## config.mk

```make
export PLATFORM = sky130hd
export DESIGN_NAME = fetch_seq
export DESIGN_NICKNAME = d
export VERILOG_FILES = /design/src/rtl/fetch_seq.sv
export SDC_FILE = /design/constraint.sdc
export NUM_CORES = 1
export LEC_CHECK = 0
export ABC_AREA = 1
export BUFFER_PORTS_ARGS = -buffer_cell sky130_fd_sc_hd__buf_2
export CAP_MARGIN = 20
export CORE_MARGIN = 2
export CORE_UTILIZATION = 55
export CTS_CLUSTER_DIAMETER = 60
export DETAILED_ROUTE_END_ITERATION = 8
export GPL_TIMING_DRIVEN = 1
export HOLD_SLACK_MARGIN = 0.05
export PLACE_DENSITY = 0.82
export SYNTH_ARGS = -nofsm -noshare
export SYNTH_HDL_FRONTEND = slang
export SYNTH_SLANG_ARGS = --single-unit
```

## constraint.sdc

```tcl
create_clock -name clk_i -period 5.2 [get_ports clk_i]
set_input_delay 0.26 -clock clk_i [delete_from_list [all_inputs] [get_ports clk_i]]
set_output_delay 0.26 -clock clk_i [all_outputs]
set_load 0.02 [all_outputs]
```

## src/rtl/fetch_seq.sv

```systemverilog
// Instruction-fetch sequencer: owns the PC, issues req/ack fetches to IROM and
// hands each instruction to decode under valid/ready. Optional: FETCH_MISALIGN_TRAP_EN.
module fetch_seq #(
   parameter logic [31:0] RESET_PC = 32'h0000_0000
) (
   input  logic        clk_i,
   input  logic        rst_i,
   input  logic        stall_i,
   input  logic        redirect_valid_i,
   input  logic [1:0]  redirect_op_i,
   input  logic [31:0] redirect_pc_i,
   input  logic [31:0] redirect_imm_i,
   output logic        if_req_o,
   output logic [31:0] if_addr_o,
   input  logic        if_ack_i,
   input  logic [31:0] if_inst_i,
   output logic        inst_valid_o,
   output logic [31:0] inst_o,
   output logic [31:0] inst_pc_o,
   input  logic        inst_ready_i,
   output logic        misalign_o
);

   localparam int unsigned XLEN = 32;

   // npc_op values shared with the execute stage (PC_ADD_IMM / PC_IMM_JALR)
   localparam logic [1:0] NPC_ADD_IMM = 2'd1;
   localparam logic [1:0] NPC_JALR    = 2'd2;

   typedef enum logic [1:0] {IDLE, REQ, OUT, TRAP} state_t;

   state_t            state, state_nxt;
   logic [XLEN-1:0]   pc, pc_nxt;
   logic              drop, drop_nxt;
   logic [XLEN-1:0]   inst_q, inst_nxt;
   logic [XLEN-1:0]   inst_pc_q, inst_pc_nxt;
   logic [XLEN-1:0]   sum;
   logic [XLEN-1:0]   target;
   logic [XLEN-1:0]   pc_inc;

   // Redirect target and sequential increment, both wrapping modulo 2^32
   always_comb begin
      sum    = redirect_pc_i + redirect_imm_i;
      pc_inc = pc + XLEN'(4);
      case (redirect_op_i)
         NPC_JALR:    target = {sum[XLEN-1:1], 1'b0};
         NPC_ADD_IMM: target = sum;
         default:     target = redirect_pc_i + XLEN'(4);
      endcase
   end

`ifdef FETCH_MISALIGN_TRAP_EN
   logic misalign_q, misalign_nxt;
   logic bad_target;
   assign bad_target = redirect_valid_i && (target[1:0] != 2'b00) && (state != TRAP);
`endif

   always_ff @(posedge clk_i or posedge rst_i) begin
      if (rst_i) begin
         state     <= IDLE;
         pc        <= RESET_PC;
         drop      <= 1'b0;
         inst_q    <= '0;
         inst_pc_q <= '0;
`ifdef FETCH_MISALIGN_TRAP_EN
         misalign_q <= 1'b0;
`endif
      end else begin
         state     <= state_nxt;
         pc        <= pc_nxt;
         drop      <= drop_nxt;
         inst_q    <= inst_nxt;
         inst_pc_q <= inst_pc_nxt;
`ifdef FETCH_MISALIGN_TRAP_EN
         misalign_q <= misalign_nxt;
`endif
      end
   end

   always_comb begin
      state_nxt   = state;
      pc_nxt      = pc;
      drop_nxt    = drop;
      inst_nxt    = inst_q;
      inst_pc_nxt = inst_pc_q;
`ifdef FETCH_MISALIGN_TRAP_EN
      misalign_nxt = misalign_q;
`endif
      case (state)
         IDLE: begin
            if (redirect_valid_i) pc_nxt = target;
            if (!stall_i) state_nxt = REQ;
         end
         REQ: begin
            // A redirect without an ack leaves one stale response in flight
            if (redirect_valid_i) begin
               pc_nxt   = target;
               drop_nxt = !if_ack_i;
            end else if (if_ack_i) begin
               if (drop) begin
                  drop_nxt = 1'b0;
               end else begin
                  inst_nxt    = if_inst_i;
                  inst_pc_nxt = pc;
                  pc_nxt      = pc_inc;
                  state_nxt   = OUT;
               end
            end
         end
         OUT: begin
            if (redirect_valid_i) begin
               pc_nxt    = target;
               state_nxt = stall_i ? IDLE : REQ;
            end else if (inst_ready_i) begin
               state_nxt = stall_i ? IDLE : REQ;
            end
         end
         default: begin
         end
      endcase
`ifdef FETCH_MISALIGN_TRAP_EN
      if (bad_target) begin
         state_nxt    = TRAP;
         drop_nxt     = 1'b0;
         misalign_nxt = 1'b1;
      end
`endif
   end

   assign if_req_o     = (state == REQ);
   assign if_addr_o    = pc;
   assign inst_valid_o = (state == OUT);
   assign inst_o       = inst_q;
   assign inst_pc_o    = inst_pc_q;
`ifdef FETCH_MISALIGN_TRAP_EN
   assign misalign_o   = misalign_q;
`else
   assign misalign_o   = 1'b0;
`endif

endmodule

```

# Yosys cells after proc, flatten, opt, wreduce, memory -nomap -nowiden
# Index checks and enable logic that the tools add are counted.
[totals] register_bits=99 latch_bits=0 mem_bits_rw=0 rom_bits=0 out_inout_bits=99 wordCells=48 mem_count=0
[op_classes] add_sub_neg=3 mul=0 div_mod_pow=0 n_lt_le_gt_ge=0 eq_ne=12 shifts=0 muxes=16 n_bitwise=2 n_reduce_logical=10
[ops] op="$mux W32" count=4
[ops] op="$pmux W32 S2" count=2
[ops] op="$add A32 B3 Y32 const B" count=2
[ops] op="$add A32 B32 Y32" count=1
[ops] op="$mux W2" count=6
[ops] op="$reduce_and A4 Y1" count=2
[ops] op="$ne A2 B2 Y1 const B" count=3
[ops] op="$ne A3 B2 Y1 const B" count=2
[ops] op="$pmux W2 S3" count=1
[ops] op="$reduce_and A6 Y1" count=1
[ops] op="$eq A2 B1 Y1 const B" count=2
[ops] op="$eq A2 B2 Y1 const B" count=2
[ops] op="$ne A2 B1 Y1 const B" count=2
[ops] op="$reduce_bool A2 Y1" count=2
[ops] op="$mux W1" count=3
[ops] op="$ne A3 B3 Y1 const B" count=1
[ops] op="$reduce_bool A3 Y1" count=1
[ops] op="$logic_not A2 Y1" count=1
[ops] op="$not A1 Y1" count=2
[ops] op="$reduce_and A2 Y1" count=1
[ops] op="$reduce_or A2 Y1" count=1
[ops] op="$logic_not A1 Y1" count=1

# Logic depth before layout (Yosys ltp)
[depth] word_depth=5 ltp_mapped=15 ltp_nobuf=15

# Worst setup path after synthesis
# OpenSTA, ideal clock, no wires.
[synth_timing] path_kind="flip-flop to flip-flop" start="register pc[3], in the netlist if_addr_o[3]" end="register pc[26], in the netlist if_addr_o[26]" setup_time_ns=0.117 arrival_time_ns=1.774 t_required_ns=5.083 setup_slack_ns=3.309 path_stages_with_launch=15 n_path_buf=0 synth_period_minus_slack_ns=1.891 path_cell_list="dfrtp_1 -> ha_1 -> nand3_2 -> nor2_4 -> nand3_2 -> inv_2 -> nand3_4 -> nor2_8 -> nand2_2 -> a21oi_2 -> nand2_1 -> nand2_1 -> inv_1 -> nand2_1 -> nand2_1"
[synth_between] elab_chain_len=5
[synth_rtl] item="start: declaration" line="33" rtl="logic [XLEN-1:0] pc, pc_nxt;"
[synth_rtl] item="start signal: assignment" line="70" rtl="pc <= pc_nxt;"
[synth_rtl] item="$add A32 B3 Y32" line="44" rtl="pc_inc = pc + XLEN'(4);"
[synth_rtl] item="$mux W32" line="100" rtl="if (drop) begin"
[synth_rtl] item="$mux W32" line="99" rtl="end else if (if_ack_i) begin"
[synth_rtl] item="$mux W32" line="96" rtl="if (redirect_valid_i) begin"
[synth_rtl] item="$pmux W32 S2" line="89" rtl="case (state)"
# Every way passes these cells. The select of a mux whose other input is x is not followed.
# A chain may end at the register's enable or synchronous reset.

# Final worst setup path
[layout_timing] start="register state[0]" end="register pc[30], in the netlist if_addr_o[30]"
[layout_between] elab_chain_len=4 word_cells_on_any_way=10
[layout_rtl] item="start: declaration" line="32" rtl="state_t state, state_nxt;"
[layout_rtl] item="start signal: assignment" line="69" rtl="state <= state_nxt;"
[layout_rtl] item="$eq A2 B2 Y1 / $logic_not A2 Y1 (equally long branches)" line="89"
[layout_rtl] item="$reduce_or A2 Y1 (no line)"
[layout_rtl] item="$ne A2 B1 Y1 (no line) / $reduce_bool A2 Y1 (equally long branches)"
[layout_rtl] item="$reduce_and A4 Y1 (no line)"
# Several ways; a longest one is shown, not always the timed one.

==> flow_metrics.tcl <==
set metrics [dict create \
    gp_congestion 0.9707 \
    grt.overflow.total 0 \
    num_io_pins 203 \
    dp_hpwl_mm 18.96 \
    clockBufferDepth 2 \
    cap_violations 0 \
    synthCells 1253 \
    vias_per_cell 5.439 \
    wl_mm 24.03 \
    synthFlopType "dfrtp_1" \
    seq_area_frac_synth_pct 31.07 \
    n_antenna_cell 0 \
    drive_above_1_share_pct 17.79 \
    relSlewSlack_pct 39.99 \
    worstRegToRegCells 8 \
    power_density_nw_per_um2 444.2 \
    fin_tns_setup_ns 0 \
    synth_area_leaders "dfrtp_1, nand2_1, inv_1" \
    htreeDepth 3 \
    cts_sinks 99 \
    antenna_found_initial 0 \
    finalHoldViolCount 0 \
    drv_slew 0 \
    rrSetupSlack_ns 2.44 \
    syn-num-nets 1393 \
    status "complete, no violations" \
    synthTopCellsByCount "nand2_1, inv_1, dfrtp_1" \
    fp.coreArea_sq_um 14370 \
    ant_nets 0 \
    clock_latency_ns 0.34 \
    min_path_type "in -> reg" \
    cts_buffers 9 \
    syn_avg_cell_area_sq_um 6.364 \
    area_growth_pct 17.76 \
    setup_viol 0 \
    r2r_end "if_addr_o[30]$_DFFE_PP0P_" \
    initial_utilization_pct 55.49 \
    yosys_register_bits 99 \
    drt-wirelength-per-cell_um 14.80 \
    synth_edf_count 0 \
    fmax_mhz 362.3 \
    ir_drop_mv 0.1901 \
    cts_setup_buffers 0 \
    netlist.area_leader.share_pct 31.07 \
    clk_pin_slew_ns 0.06 \
    required_ns 5.48 \
    holdWs_ns 0.1188 \
    gr-usage-all-layers_pct 30.84 \
    cts_tree "done" \
    grt_setup_unrepaired "false" \
    reg2reg_from "state[0]$_DFFE_PP0P_" \
    period_minus_slack_ns 2.760 \
    grt_pass1_vias 8084 \
    worstHoldEndpoint "inst_o[30]$_DFFE_PP0P_" \
    critPathKind "reg -> reg" \
    cp_max_fo 35 \
    cp.arrival_ns 3.04 \
    drtIter0Drc 686 \
    cts-root-buf "clkbuf_16" \
    min_from "if_inst_i[30]" \
    yosys_warnings 0 \
    grt_max_degree 78 \
    fin_skew_ns 0.007348 \
    synth-async-reset-ratio_pct 100.0 \
    p_leak_nw 5.122 \
    grt_pass1_wl_mm 39.12 \
    start_kind "flop" \
    post-synth-top-area-cell "dfrtp_1" \
    endpoint_kind "flop" \
    vias 8827 \
    drt_first_pass_iters 5 \
    nets 1578 \
    synth_cell_type_count 45 \
    synthesis.area_sq_um 7974 \
    die_x_um 124.4 \
    worst_slew_pin_slew_ns 0.8980 \
    fin_crit_sh_pct 53.08 \
    row_count 44 \
    chipHeight_um 124.4 \
    yosysMostFrequentCell "nand2_1" \
    drc_errors 0 \
    whs_path_depth 3 \
    io_buffers 201 \
    die_area_sq_um 15480 \
]
==> routing by layer <==
| metal | share of wire, % | wire [um] | GRT usage, % |
|---|---|---|---|
| met1 | 43 | 10350 | 40.89 |
| met2 | 47 | 11190 | 51.91 |
| met3 | 7.3 | 1756 | 3.866 |
| met4 | 3.0 | 726 | 11.30 |
| met5 | 0 | 0 | 0 |
==> kinds of logic after synthesis <==
group	Yosys count	synth area share [%]
AND/OR/NAND/NOR	729	39.57
AO/OA/AOI/OAI	192	12.96
buffers and inverters	176	8.410
flip-flops	99	31.07
adder cells (fa/ha/maj)	36	5.743
XOR/XNOR	20	2.197
other	1	0.04703
==> cell type report <==
type                            instances  area (sq um)
Timing Repair Buffer                  206          1046
Clock inverter                          2         16.27
Tap cell                              184         230.2
Inverter                              144         543.0
Clock buffer                           10         239.0
Multi-Input combinational cell        978          4838
Sequential cell                        99          2477
Fill cell                            1375          4979
==> how the worst max path moves through the flow <==
| stage | start | endpoint | cells after the start |
|---|---|---|---|
| 2_1_floorplan | rst_i | drop$_DFFE_PP0P_ | 1 |
| 3_3_place_gp | state[0]$_DFFE_PP0P_ | if_addr_o[17]$_DFFE_PP0P_ | 8 |
| 3_5_place_dp | state[0]$_DFFE_PP0P_ | if_addr_o[30]$_DFFE_PP0P_ | 8 |
| 4_1_cts | state[0]$_DFFE_PP0P_ | if_addr_o[30]$_DFFE_PP0P_ | 8 |
| 5_1_grt | state[0]$_DFFE_PP0P_ | if_addr_o[17]$_DFFE_PP0P_ | 8 |
| 6_report | state[0]$_DFFE_PP0P_ | if_addr_o[30]$_DFFE_PP0P_ | 8 |
==> per-stage QoR <==
stage / utilization [%] / instances / setup WS [ns] / power (W) / area [sq um]
floorplan: - / 1253 / 2.350 / 0.002826 / 7974
finish: 65.35 / 1623 / 2.440 / 0.004171 / 9390
global route: 65.35 / 1623 / 2.248 / 0.004490 / 9390
detailed placement: 63.51 / 1610 / 2.552 / 0.003562 / 9125
global placement: 63.51 / 1610 / 2.623 / 0.003505 / 9125
CTS: 65.35 / 1623 / 2.508 / 0.004170 / 9390
==> sequential cells by signal, summed over array words and instances (netlist names) <==
register	count
if_addr_o	32
inst_o	32
inst_pc_o	32
state	2
drop	1
==> layout by cell type (no fill, tap or decap), types with 5 or more instances in the layout <==
cell type / synthesis / final
nand2_1: 462 / 462
buf_2: 5 / 201
inv_1: 136 / 135
dfrtp_1: 99 / 99
nor2_1: 89 / 88
nand3_1: 82 / 82
a21oi_1: 79 / 79
o21ai_0: 68 / 68
ha_1: 35 / 35
nor3_1: 29 / 29
xor2_1: 18 / 18
nand4_1: 15 / 15
o21ai_1: 14 / 14
nand3b_1: 13 / 13
o21bai_1: 9 / 9
clkbuf_16: 0 / 9
o211ai_1: 8 / 8
inv_2: 6 / 6
or2_2: 6 / 6
nor2_4: 3 / 5
==> critical path: stages, from the launching register on <==
cell and delay [ns]:
dfrtp_1 0.39, inv_2 0.09, nor2_4 0.12, nand3_1 0.17, nand2_2 0.53, clkinv_1 0.79, a31oi_1 0.44, nand2_1 0.10
nand2_1 0.06
==> power by group <==
| part | switching [W] | internal (W) |
|---|---|---|
| registers | 0.000317 | 0.00113 |
| clock network | 0.000264 | 0.000327 |
| logic | 0.00146 | 0.000666 |
==> timing repair <==
item / in CTS / in global routing
hold endpoints to repair: 26 / 0
gates resized for setup: 0 / 0
hold buffers: 1 / 0
No activity file was read; power rests on OpenSTA's default activity.
